--- src/rtl/bus_pkg.sv ---
// Shared definitions for the physical bus bridges.
//   - state_t         : bridge FSM state encoding
//   - region_t        : decoded physical region (RAM / IO / unmapped)
//   - IO_BASE_DEFAULT : upper 16 address bits of the 64 KiB confreg window
package bus_pkg;

  localparam logic [15:0] IO_BASE_DEFAULT = 16'h1FAF;

  typedef enum logic [2:0] {
    S_IDLE,
    S_RAM_WAIT,
    S_IO_WAIT,
    S_ERR,
    S_RESP
  } state_t;

  typedef enum logic [1:0] {
    REGION_RAM,
    REGION_IO,
    REGION_ERR
  } region_t;

endpackage

--- src/rtl/phys_region_decode.sv ---
// Combinational physical-address region decoder.
// Only the upper half-word is needed to pick a region, so only that is passed.
//   i_addr_hi : cpu address bits [31:16]
//   o_region  : REGION_IO for the confreg window, REGION_RAM for the low
//               512 MiB (outside the IO window), REGION_ERR otherwise
module phys_region_decode
  import bus_pkg::*;
#(
  parameter logic [15:0] IO_BASE = IO_BASE_DEFAULT
)(
  input  logic [15:0] i_addr_hi,
  output region_t     o_region
);

  // IO is checked first so the window wins even if it is moved below 512 MiB.
  always_comb begin
    o_region = REGION_ERR;
    if (i_addr_hi == IO_BASE)
      o_region = REGION_IO;
    else if (i_addr_hi[15:13] == 3'b000)
      o_region = REGION_RAM;
  end

endmodule

--- src/rtl/phys_bus_bridge.sv ---
// Physical bus bridge: accepts one CPU request at a time, decodes the region,
// forwards the latched request to RAM or IO and returns a one-cycle ack with
// read data or a bus error.
// Ports:
//   clk, rst              : clock, async active-high reset
//   cpu_*                 : CPU-side request (req held until ack) / response
//   ram_* , io_*          : slave request (fields driven only while req) and
//                           ready/rdata completion
// Optional build macro BUS_TIMEOUT_EN: a wait state that sees no ready for
// TIMEOUT_CYCLES cycles is terminated with cpu_err = 1.
module phys_bus_bridge
  import bus_pkg::*;
#(
  parameter logic [15:0] IO_BASE        = IO_BASE_DEFAULT,
  parameter int unsigned TIMEOUT_CYCLES = 16
)(
  input  logic        clk,
  input  logic        rst,
  input  logic        cpu_req,
  input  logic        cpu_we,
  input  logic [31:0] cpu_addr,
  input  logic [31:0] cpu_wdata,
  input  logic [3:0]  cpu_sel,
  output logic        cpu_ack,
  output logic [31:0] cpu_rdata,
  output logic        cpu_err,
  output logic        ram_req,
  output logic        ram_we,
  output logic [31:0] ram_addr,
  output logic [31:0] ram_wdata,
  output logic [3:0]  ram_sel,
  input  logic        ram_ready,
  input  logic [31:0] ram_rdata,
  output logic        io_req,
  output logic        io_we,
  output logic [31:0] io_addr,
  output logic [31:0] io_wdata,
  output logic [3:0]  io_sel,
  input  logic        io_ready,
  input  logic [31:0] io_rdata
);

  state_t      r_state, w_state_nxt;
  region_t     w_region;
  logic        r_we, r_err;
  logic [31:0] r_addr, r_wdata, r_rdata;
  logic [3:0]  r_sel;
  logic        w_ram_wait, w_io_wait, w_ready, w_timeout;
  logic [31:0] w_slave_rdata;

  phys_region_decode #(.IO_BASE(IO_BASE)) u_decode (
    .i_addr_hi (cpu_addr[31:16]),
    .o_region  (w_region)
  );

  assign w_ram_wait    = (r_state == S_RAM_WAIT);
  assign w_io_wait     = (r_state == S_IO_WAIT);
  // Ready only counts from the slave we are actually waiting on.
  assign w_ready       = (w_ram_wait & ram_ready) | (w_io_wait & io_ready);
  assign w_slave_rdata = w_ram_wait ? ram_rdata : io_rdata;

`ifdef BUS_TIMEOUT_EN
  localparam int CNT_W = (TIMEOUT_CYCLES > 1) ? $clog2(TIMEOUT_CYCLES) : 1;
  logic [CNT_W-1:0] r_cnt;

  // Wait states are only entered from IDLE, so holding the count at zero
  // outside them clears it on every entry.
  always_ff @(posedge clk or posedge rst) begin
    if (rst)
      r_cnt <= '0;
    else if (!(w_ram_wait || w_io_wait))
      r_cnt <= '0;
    else if (!w_ready && !w_timeout)
      r_cnt <= r_cnt + 1'b1;
  end

  // Ready on the limit cycle takes priority via the ~w_ready term.
  assign w_timeout = (w_ram_wait | w_io_wait) & ~w_ready &
                     (r_cnt == CNT_W'(TIMEOUT_CYCLES - 1));
`else
  assign w_timeout = 1'b0;
`endif

  always_ff @(posedge clk or posedge rst) begin
    if (rst) r_state <= S_IDLE;
    else     r_state <= w_state_nxt;
  end

  always_comb begin
    w_state_nxt = r_state;
    unique case (r_state)
      S_IDLE: begin
        if (cpu_req) begin
          unique case (w_region)
            REGION_RAM: w_state_nxt = S_RAM_WAIT;
            REGION_IO:  w_state_nxt = S_IO_WAIT;
            default:    w_state_nxt = S_ERR;
          endcase
        end
      end
      S_RAM_WAIT, S_IO_WAIT: if (w_ready || w_timeout) w_state_nxt = S_RESP;
      S_ERR:   w_state_nxt = S_RESP;
      S_RESP:  w_state_nxt = S_IDLE;
      default: w_state_nxt = S_IDLE;
    endcase
  end

  // Request latch and response capture. Response regs are cleared in RESP so
  // cpu_rdata/cpu_err fall together with ack.
  always_ff @(posedge clk or posedge rst) begin
    if (rst) begin
      r_we    <= 1'b0;
      r_addr  <= '0;
      r_wdata <= '0;
      r_sel   <= '0;
      r_rdata <= '0;
      r_err   <= 1'b0;
    end else begin
      unique case (r_state)
        S_IDLE: begin
          if (cpu_req) begin
            r_we    <= cpu_we;
            r_addr  <= cpu_addr;
            r_wdata <= cpu_wdata;
            r_sel   <= cpu_sel;
          end
        end
        S_RAM_WAIT, S_IO_WAIT: begin
          if (w_ready) begin
            r_rdata <= r_we ? '0 : w_slave_rdata;
            r_err   <= 1'b0;
          end else if (w_timeout) begin
            r_rdata <= '0;
            r_err   <= 1'b1;
          end
        end
        S_ERR: begin
          r_rdata <= '0;
          r_err   <= 1'b1;
        end
        default: begin
          r_rdata <= '0;
          r_err   <= 1'b0;
        end
      endcase
    end
  end

  assign cpu_ack   = (r_state == S_RESP);
  assign cpu_rdata = r_rdata;
  assign cpu_err   = r_err;

  // Slave fields are zero whenever that slave is not being requested.
  assign ram_req   = w_ram_wait;
  assign ram_we    = w_ram_wait & r_we;
  assign ram_addr  = w_ram_wait ? r_addr  : '0;
  assign ram_wdata = w_ram_wait ? r_wdata : '0;
  assign ram_sel   = w_ram_wait ? r_sel   : '0;

  assign io_req    = w_io_wait;
  assign io_we     = w_io_wait & r_we;
  assign io_addr   = w_io_wait ? r_addr  : '0;
  assign io_wdata  = w_io_wait ? r_wdata : '0;
  assign io_sel    = w_io_wait ? r_sel   : '0;

endmodule

--- config.mk ---
export PLATFORM = sky130hd
export DESIGN_NAME = phys_bus_bridge
export DESIGN_NICKNAME = d
export VERILOG_FILES = /design/src/rtl/bus_pkg.sv /design/src/rtl/phys_region_decode.sv /design/src/rtl/phys_bus_bridge.sv
export SDC_FILE = /design/constraint.sdc
export NUM_CORES = 1
export LEC_CHECK = 0
export ABC_AREA = 0
export CORE_MARGIN = 2
export CORE_UTILIZATION = 38
export DETAILED_ROUTE_END_ITERATION = 16
export PLACE_DENSITY = 0.81
export SYNTH_ARGS = -nofsm -noshare
export SYNTH_HDL_FRONTEND = slang
export SYNTH_SLANG_ARGS = --single-unit
--- constraint.sdc ---
create_clock -name clk -period 5.5 [get_ports clk]
set_input_delay 1.65 -clock clk [delete_from_list [all_inputs] [get_ports clk]]
set_output_delay 1.65 -clock clk [all_outputs]
set_load 0.005 [all_outputs]
Yosys cells after proc, flatten, opt, wreduce, memory -nomap -nowiden
Cells that the tools add are included.
{"block": "totals", "regBits": 105, "input_bits": 138, "output_inout_bits": 174, "word_cells": 46}
{"block": "classes", "eq_ne": 8, "mux": 18, "n_bitwise": 6, "n_reduce_logical": 7}
{"operator": "two-way mux 32 bit", "n": 7}
{"operator": "case mux 32 bit (2 select lines)", "n": 1}
{"operator": "equality test 16 x 13 -> 1 bit, second input constant", "n": 1}
{"operator": "case mux 3 bit (3 select lines)", "n": 1}
{"operator": "two-way mux 4 bit", "n": 2}
{"operator": "equality test 3 x 2 -> 1 bit, second input constant", "n": 2}
{"operator": "zero test 3 bit", "n": 2}
{"operator": "two-way mux 3 bit", "n": 2}
{"operator": "AND reduction 2 bit", "n": 3}
{"operator": "AND 1 bit", "n": 4}
{"operator": "two-way mux 2 bit", "n": 2}
{"operator": "!= test 2 bit, second input constant", "n": 2}
{"operator": "case mux 2 bit (2 select lines)", "n": 1}
{"operator": "equality test 3 x 1 -> 1 bit, second input constant", "n": 1}
{"operator": "equality test 3 bit, second input constant", "n": 1}
{"operator": "case mux 1 bit (3 select lines)", "n": 1}
{"operator": "equality test 2 x 1 -> 1 bit, second input constant", "n": 1}
{"operator": "zero test 2 bit", "n": 1}
{"operator": "OR reduction 2 bit", "n": 1}
{"operator": "two-way mux 1 bit", "n": 1}
{"operator": "NOT 1 bit", "n": 1}
{"operator": "OR 1 bit", "n": 1}

Depth between registers and ports, before layout
{"block": "depth", "ltp_word": 7, "mapped_depth": 8, "depth_no_buf": 5}

Cells and area by module
A second synthesis with hierarchy kept.
{"block": "hier_totals", "cells_unflattened": 439, "hier_area_um2": 5327.6}
{"module": "phys_bus_bridge", "n_inst": 1, "cells_each": 433, "area_per_inst_um2": 5275.1}
{"module": "phys_region_decode", "n_inst": 1, "cells_each": 6, "area_per_inst_um2": 52.6}

Worst setup path after synthesis
Ideal clock, no wire load.
{"block": "synth_path", "path_kind": "flip-flop to output port", "from": "reg r_state[1]", "to": "out ram_addr[0]", "t_arrival_ns": 1.254, "required_ns": 3.850, "path_slack_ns": 2.596, "path_stages_with_launch": 8, "n_path_buf": 3, "cell_sequence": "dfrtp_1 > buf_6 > nor2_1 > nand2_1 > inv_1 > buf_4 > clkbuf_1 > and2_1"}
{"block": "synth_via", "elab_chain_len": 2}
{"item": "start: declaration", "line_no": "phys_bus_bridge.sv:43", "text": "state_t r_state, w_state_nxt;"}
{"item": "start signal: assignment", "line_no": "phys_bus_bridge.sv:86", "text": "else r_state <= w_state_nxt;"}
{"item": "equality test 3 x 1 -> 1 bit", "line_no": "phys_bus_bridge.sv:56", "text": "assign w_ram_wait = (r_state == S_RAM_WAIT);"}
{"item": "two-way mux 32 bit", "line_no": "phys_bus_bridge.sv:156", "text": "assign ram_addr = w_ram_wait ? r_addr : '0;"}
{"item": "end: declaration", "line_no": "phys_bus_bridge.sv:29", "text": "output logic [31:0] ram_addr,"}
No other way between the ends.

Final worst setup path
{"block": "layout_path", "from": "reg r_state[1]", "to": "out ram_addr[8]"}
Same word-level chain as after synthesis.

==> summary.txt <==
Status
  – Status: completed

Die
  – Core area: 13800 µm²
  – Site row count: 43
  – # IOs: 312
  – Die area: 15000 µm²
  – Die Y: 123 µm
  – Die width: 123 µm
  – Initial cell density of the core: 0.386

Cells and area
  – Layout cells sized above 1: 0.124
  – N_diodes: 0
  – Final core utilization: 0.636
  – Final Non-Filler Cells: 914
  – Area Overhead vs Synth: 64.4%
  – Nets: 867
  – Final Instance Area: 8790 µm²
  – Fillers: 1056

Synthesis
  – Syn_area_per_cell: 12.2 µm²
  – Post-synth ARST share: 1.00
  – Cell with the most instances after synthesis: and2_1
  – Commonest cells post-synth: 138 x and2_1, 105 x dfrtp_1, 49 x mux2_2
  – Cell taking the most area after synthesis: dfrtp_1
  – Syn nets: 575
  – Syn Std Cell Area: 5340 µm²
  – Post-synthesis xor/xnor area fraction: 0
  – Seq cells post-synth: 105
  – Syn Inst Count: 437
  – Yosys cell types: 30
  – Post-synth top area share: 0.492
  – Ys Warns: 0
  – Simple-gate share of the synthesized area: 0.184
  – Synth area leaders: dfrtp_1 49%, and2_1 16%, mux2_2 10%, mux2i_1 6.0%, mux2_4 5.6%
  – Mux share of post-synthesis cell area: 0.219
  – Post-synth EDFFs: 0
  – Post-Synth Adder-Cell Area: 0
  – Compound-Gate Fraction of Synth Area: 0.0625
  – Largest family of logic cells by synthesized area: multiplexers
  – Sequential area share after synthesis: 0.492
  – Synth Flop Type: dfrtp_1

Global route
  – GR Overflow Total: 0
  – Initial antenna violation count: 0
  – Global-route wire length before repair: 22900 µm
  – Vias in the first global route: 4375
  – Global-route usage over all layers: 0.198
  – Largest net degree at the start of global routing: 83

Routing
  – Initial DRC count: 153
  – Via density: 4.84
  – DR WL/cell: 17.1 µm
  – Detailed Routing Iterations Pass 1: 4
  – Detail Route Antenna Nets: 0
  – Via count: 4426
  – Drt drc: 0
  – Final wirelength: 15600 µm

CTS
  – CTS tree: yes
  – Post-CTS Setup Repair Bufs: 0
  – Sink Count: 105
  – Post-CTS Hold Buffers: 0
  – Bufs on Longest Clock Path: 2
  – CTS buffer count: 9
  – Clock slew at reported path FFs: 0.06 ns
  – Post-CTS Resized: 0
  – H-tree depth: 3
  – Worst-Skew Late Latency: 0.34 ns
  – Clk root buf: clkbuf_16

Place
  – Placed insts: 898
  – Post-DP HPWL: 11700 µm
  – Placed inst area: 8510 µm²
  – Port buffer count: 311
  – GP Congestion: 0.765

Timing
  – Slew margin rel.: 0.200
  – Fmax: 0.228 GHz
  – Clk_skew: 0.00399 ns
  – Worst slew pin tran: 1.20 ns
  – Hold Vio Cnt, Final: 0
  – Setup TNS: 0 ns
  – Minimum clock period: 4.38 ns
  – Final setup fails: 0
  – Fin crit share: 0.796
  – RSZ-0062 raised after global routing: false
  – Pins Over Slew Limit: 0

Setup path
  – Worst setup EP type: primary output
  – Max incr delay on CP: 0.66 ns
  – CP Cell Sequence: nor2_1 -> nand2_1 -> clkinv_2 -> and2_1 -> clkdlybuf4s50_1
  – Crit Path Class: flip-flop to primary output
  – Crit path arrival time: 2.73 ns
  – Required @ worst endpoint: 3.85 ns
  – Crit path max fanout: 77
  – Worst setup SP type: flip-flop
  – CP max-delay cell: clkinv_2

Power
  – Peak VDD IR: 0.242 mV
  – Power Density: 486 nW/µm²
  – Pwr Total: 0.00427 W
  – Static Leakage: 3.56 nW

Run
  – Maxcap violations: 0

Hold path
  – HP Class: flip-flop to flip-flop
critical path, delay by kind of cell (launching register included):
family	cells	cell delay [ns]
AND/OR/NAND/NOR	3	0.70
flip-flops	1	0.52
buffers and inverters	2	1.13
where the power goes:
part,internal (W),total [W],switching [W],leakage [nW]
sequential,0.00116,0.00145,0.000293,1.30
clock,0.000330,0.000596,0.000266,0.139
combinational,0.00142,0.00223,0.000804,2.12
total,0.00291,0.00427,0.00136,3.56
state kept, by name, summed over array words and instances (netlist names):
| signal | flops |
|---|---|
| r_addr | 32 |
| r_we | 1 |
| r_sel | 4 |
| cpu_rdata | 32 |
| r_wdata | 32 |
| r_state | 3 |
| cpu_err | 1 |
per-stage QoR:
stage                     setup WS, ns  hold slack [ns]
after floorplan                   1.09            0.479
after global placement            1.59            0.474
after detailed placement          1.46            0.475
after CTS                         1.06            0.493
after global routing             0.898            0.506
final                             1.12            0.492
metal layers:
metal | track usage | share of wire
met5 | 0 | 0
met4 | 0.0675 | 0.015
met3 | 0.0595 | 0.094
met2 | 0.357 | 0.52
met1 | 0.221 | 0.37
layout by cell type (no fill, tap or decap), types with 2 or more instances in the layout:
cell type / count
clkbuf_16: 9
mux2_4: 20
dfrtp_1: 105
inv_1: 2
clkdlybuf4s50_1: 311
o221ai_1: 2
nand3b_1: 3
buf_4: 4
mux2_2: 49
clkinv_2: 4
and2_1: 138
o2bb2ai_1: 32
mux2i_1: 32
nand2_1: 2
clkbuf_1: 2
clkbuf_8: 2
final cells by class:
cell class	count	area, µm²	share of cell area
Tap cell	180	225	0.0256
Inverter	4	18.8	0.00214
Timing Repair Buffer	315	3140	0.358
Clock buffer	13	260	0.0296
Clock inverter	3	15.0	0.00171
Multi-Input combinational cell	294	2500	0.284
Sequential cell	105	2630	0.299
worst paths after layout:
check / start / end / slack [ns] / depth (start not counted)
min: cpu_rdata[29] / cpu_rdata[29] / 0.49 / 1
min in group asynchronous: rst / r_wdata[29] / 1.90 / 2
max in group asynchronous: rst / cpu_rdata[26] / 2.68 / 3
min reg2reg: cpu_rdata[29] / cpu_rdata[29] / 0.49 / 1
max reg2reg: r_state[1] / cpu_rdata[10] / 2.93 / 6
max: r_state[1] / ram_addr[8] / 1.12 / 5
cells by family after synthesis:
family,count (synthesis)
mux,101
simple gates,154
flops,105
compound gates,39
buf+inv,38
Note: power is estimated with default switching activity, not from simulation.
